<file path="src/rtl/decoder.sv">
// Decodes PCIe TLP header byte 0 (Fmt/Type) into a one-hot type code and keeps saturating hit/error counters.
// Latency: one clock from a sampled byte to data_out/out_valid/unsupported; counters update on that same edge.
// Backpressure: none; a byte is accepted on every edge where in_valid is high.
module decoder (
    input  logic        clk,
    input  logic        rst_n,
    input  logic [7:0]  data_in,
    input  logic        in_valid,
    output logic [9:0]  data_out,
    output logic        out_valid,
    output logic        unsupported,
    output logic [15:0] tlp_count,
    output logic [7:0]  err_count
);

    logic [9:0] dec_dat;
    logic       dec_hit;

    // Exact 8-bit match: Fmt bits must agree too, so e.g. a 4DW MRd (0x20) is rejected.
    always_comb begin
        dec_dat = '0;
        case (data_in)
            8'h00:   dec_dat = 10'h001;
            8'h01:   dec_dat = 10'h002;
            8'h02:   dec_dat = 10'h004;
            8'h42:   dec_dat = 10'h008;
            8'h04:   dec_dat = 10'h010;
            8'h44:   dec_dat = 10'h020;
            8'h05:   dec_dat = 10'h040;
            8'h45:   dec_dat = 10'h080;
            8'h0A:   dec_dat = 10'h100;
            8'h4A:   dec_dat = 10'h200;
            default: dec_dat = '0;
        endcase
    end

    assign dec_hit = |dec_dat;

    always_ff @(posedge clk or negedge rst_n) begin
        if (!rst_n) begin
            data_out    <= '0;
            out_valid   <= 1'b0;
            unsupported <= 1'b0;
            tlp_count   <= '0;
            err_count   <= '0;
        end else begin
            data_out    <= in_valid ? dec_dat : '0;
            out_valid   <= in_valid;
            unsupported <= in_valid & ~dec_hit;
            if (in_valid && dec_hit && tlp_count != 16'hFFFF)
                tlp_count <= tlp_count + 16'd1;
            if (in_valid && !dec_hit && err_count != 8'hFF)
                err_count <= err_count + 8'd1;
        end
    end

endmodule

</file>
<file path="config.mk">
export PLATFORM = sky130hd
export DESIGN_NAME = decoder
export DESIGN_NICKNAME = d
export VERILOG_FILES = /design/src/rtl/decoder.sv
export SDC_FILE = /design/constraint.sdc
export NUM_CORES = 1
export LEC_CHECK = 0
export BUFFER_PORTS_ARGS = -buffer_cell sky130_fd_sc_hd__buf_2
export CAP_MARGIN = 10
export CORE_MARGIN = 3
export CORE_UTILIZATION = 30
export DETAILED_ROUTE_END_ITERATION = 10
export SYNTH_ARGS = -nofsm -noshare
export SYNTH_HDL_FRONTEND = slang
export SYNTH_SLANG_ARGS = --single-unit
</file>
<file path="constraint.sdc">
create_clock -name clk -period 3.2 [get_ports clk]
set_input_delay 0.48 -clock clk [delete_from_list [all_inputs] [get_ports clk]]
set_output_delay 0.48 -clock clk [all_outputs]
set_load 0.01 [all_outputs]
</file>
# Yosys cells after proc, flatten, opt, wreduce, memory -nomap -nowiden
# Index checks and enable logic that the tools add are counted.
# word_totals
wordCells,29
reg_bits,36
# op_classes
n_addsub,2
n_reduce_logical,7
eq_ne,11
mux,2
bitwise,2
# ops
operator,count
case mux 10 bit (10 select lines),1
== test 8 x 7 -> 1 bit (second input constant),4
adder 16 x 1 -> 16 bit (second input constant),1
== test 8 x 3 -> 1 bit (second input constant),2
inequality test 16 bit (second input constant),1
2-to-1 mux 10 bit,1
OR reduction 10 bit,1
adder 8 x 1 -> 8 bit (second input constant),1
== test 8 x 1 -> 1 bit (second input constant),1
== test 8 x 2 -> 1 bit (second input constant),1
== test 8 x 4 -> 1 bit (second input constant),1
logical NOT 8 bit,1
inequality test 8 bit (second input constant),1
logical AND 1 bit,4
bitwise AND 1 bit,1
logical NOT 1 bit,1
inverter 1 bit,1

# Depth between registers and ports, before layout
# logic_depth
ltp_word,6
mapped_depth,7
mapped_depth_nobuf,6

# Least setup slack after synthesis
# OpenSTA, ideal clock, no wires.
# synth_timing
path_type,flip-flop to flip-flop
start,reg tlp_count[0]
end,reg tlp_count[1]
arrival_ns,1.725
stages_incl_launch_ff,7
slack_ns,1.351
path_buffers,0
required_time_ns,3.075
synth_period_minus_slack_ns,1.849
setup_time_ns,0.125
cell_sequence,dfrtp_1 ha_1 nand4_1 nor2_1 nand3b_1 nand2_1 mux2_2
# synth_via
elab_chain_len,2
# synth_lines
element,line,source
"start, declared",12,"output logic [15:0] tlp_count,"
"start signal, assigned",51,tlp_count <= tlp_count + 16'd1;
branches (longest 2 deep; another with adder 16 x 1 -> 16 bit),-,
# Several ways; the timed one is not identified.
# A chain may end at the register's enable or synchronous reset.

# Worst setup path after layout
# Ends and elaborated chain as after synthesis.

==> impl_results.md <==
* Syn avg cell area at 11.5 µm²
* Crit-path slowest cell: dfrtp_1
* Relative slew slack at 0.476
* Max-slew violation count at 0
* DRC viols at 0
* First-pass GRT wire length at approximately 5.5 mm
* Most common cell after layout, fill and taps aside: buf_2
* Hold crit path type: in -> async
* Post-synth top area share at 0.574
* TritonCTS clock tree: yes
* Initial DRT Pass Iterations at 4
* Post-DP HPWL at 2.35 mm
* Die H at 78.3 µm
* Cts repair resizes at 0
* Worst slew pin tran at slightly below 0.8 ns
* Diode count at 0
* Initial DRC count at 44
* Mapped Nets at ~150
* Largest cells by area after synthesis: dfrtp_1 57%, xnor2_1 11%, nand4_1 6.0%
* Synth unique cells at 28
* Leak at between 0.0009 and 0.001 µW
* Status: finished clean
* GRT Util Overall at 0.118
* Largest net degree at the start of global routing at 37
* CP Launch Type: flop
* Post-route ant nets at 0
* Worst VDD drop at about 0.00037 V
* Most frequent cells in the layout: 46 x buf_2, 36 x dfrtp_1, 19 x xnor2_1, 15 x nand4_1, 10 x nor2_1
* I/O pin total at 47
* Area Growth Syn to Fin at 24.5%
* PnR worst setup slack at 1.17 ns
* Peak fanout along the critical path at 9
* CP top delay family: simple AND/OR/NAND/NOR gates
* Clk_lat worst skew at roughly 0.29 ns
* Endpoints failing setup at 0
* Register area share after synthesis at 0.574
* YS warnings at 0
* CTS Buffer Depth at 2
* WL final at around 3.2 mm
* Clk root buf: clkbuf_8
* Via count of the routed design at about 1200
* Port buffer count at between 40 and 50
* Setup CP Type: reg -> reg
* Routed vias/inst at between 4 and 5
* Max_cap viols at 0
* Worst slack, placed at between 1 and 1.5 ns
* Vias in the first global route at around 1200
* Die X-Extent at approximately 78 µm
* Overflow after GRT at 0
* Inserted Clock Buffers at 5
* F_max at around 0.49 GHz
* Worst path bufs/invs at 0
* Worst path required time at approximately 3.4 ns
* Fin crit share at 0.635
* Cell count after synthesis at ~140
* Final hold violation count at 0
* Post-CTS Repair Setup Buffers at 0
* Area of the core at roughly 5000 µm²
* Worst setup EP type: flop
* Fraction of layout cells with a size suffix above 1 at 0.305
* Slowest stage delay, CP at about 0.4 ns
* Core Rows at 25
* Pwr/cell area at 574 nW/µm²
* Initial antenna violation count at 0
* Synthesized cell area at about 1600 µm²
* Fin nets at approximately 200
* Avg WL per Cell at between 10 and 15 µm
* Clock transition at the registers of the reported paths at roughly 0.070 ns
* CTS H-tree depth at 2
* Crit-path cells: ha_1, nand4_1, nor2_1, nand3b_1, nand2_1, mux2_2
* CTS Hold Bufs at 0
* CP arrival at 2.21 ns
* Gpl congestion at between 0.7 and 0.8
* Skew final at ~0.0043 ns
* Initial core utilization at 0.322
* Crit path time final at 2.03 ns
* Clk sink count at 36
* Util after Layout at 0.401
* Synth area leader: dfrtp_1
* #FFs+latches synth at 36
* Die area at ~6100 µm²
* Setup TNS at 0 ns
* RSZ-0062 raised after global routing: false
layer usage:
layer,part of all wire,vias up,track usage,routed length [µm]
met1,0.47,571,0.146,1500
li1,-,585,-,-
met5,0,-,0,0
met3,0.077,6,0.0528,245
met2,0.43,41,0.176,1390
met4,0.018,0,0.0524,57
Yosys cell counts:
| library cell | n |
|---|---|
| dfrtp_1 | 36 |
| xnor2_1 | 19 |
| nand4_1 | 15 |
| nor2_1 | 10 |
| and3_1 | 7 |
| nand3_1 | 7 |
| nand2_1 | 6 |
| inv_1 | 4 |
| nand2b_1 | 4 |
| nor3_1 | 4 |
| a21oi_1 | 3 |
| a31oi_1 | 2 |
| ha_1 | 2 |
| mux2_2 | 2 |
| or3_1 | 2 |
| a2111oi_4 | 1 |
| a41o_1 | 1 |
| a41oi_1 | 1 |
| and4_1 | 1 |
| buf_4 | 1 |
| buf_6 | 1 |
| clkbuf_1 | 1 |
| nand3b_1 | 1 |
| nor2b_1 | 1 |
| nor3b_1 | 1 |
| nor4_1 | 1 |
| o2bb2ai_1 | 1 |
| xor2_1 | 1 |
per-stage QoR:
stage | hold slack (ns) | cells | total power [µW] | instance area (µm²)
2_1_floorplan | 0.184 | 136 | 699 | 1570
6_report | 0.259 | 254 | 1120 | 1950
3_3_place_gp | 0.481 | 246 | 797 | 1860
3_5_place_dp | 0.482 | 246 | 805 | 1860
5_1_grt | 0.322 | 254 | 1190 | 1950
4_1_cts | 0.288 | 254 | 1150 | 1950
flip-flops by register name (all words and copies together), names as in the netlist:
| register | flops |
|---|---|
| tlp_count | 16 |
| data_out | 10 |
| err_count | 8 |
| out_valid | 1 |
| unsupported | 1 |
path summary, 6_finish.rpt:
| check | from | endpoint | slack (ns) | cells past startpoint |
|---|---|---|---|---|
| worst min-delay path | rst_n | tlp_count[3]$_DFFE_PN0P_ | 0.26 | 1 |
| worst max-delay path | tlp_count[0]$_DFFE_PN0P_ | tlp_count[1]$_DFFE_PN0P_ | 1.17 | 6 |
| worst min register to register | tlp_count[11]$_DFFE_PN0P_ | tlp_count[11]$_DFFE_PN0P_ | 0.49 | 1 |
| max in group asynchronous | rst_n | data_out[6]$_DFF_PN0_ | 2.43 | 1 |
| worst max register to register | tlp_count[0]$_DFFE_PN0P_ | tlp_count[1]$_DFFE_PN0P_ | 1.17 | 6 |
| min in group clk | in_valid | out_valid$_DFF_PN0_ | 0.37 | 1 |
cells by family after synthesis:
| group | synth area share |
|---|---|
| AO/OA/AOI/OAI | 0.0526 |
| XOR/XNOR | 0.112 |
| adder cells (fa/ha/maj) | 0.0159 |
| buffers and inverters | 0.0239 |
| flip-flops | 0.574 |
| multiplexers | 0.0143 |
| AND/OR/NAND/NOR | 0.208 |
power by group:
group          total (µW)  leakage, µW  switching [µW]  internal, µW
clock network         333    0.0000510             161           172
logic                 209     0.000432             107           102
registers             581     0.000484            69.9           511
layout make-up:
cell class,instances,area (µm²)
fill,489,2930
sequential,36,901
multi-input combinational,93,632
timing repair buffer,46,230
tap,67,83.8
clock buffer,6,82.6
inverter,4,15.0
clock inverter,2,10.0
Note: power is estimated with default switching activity, not from simulation.
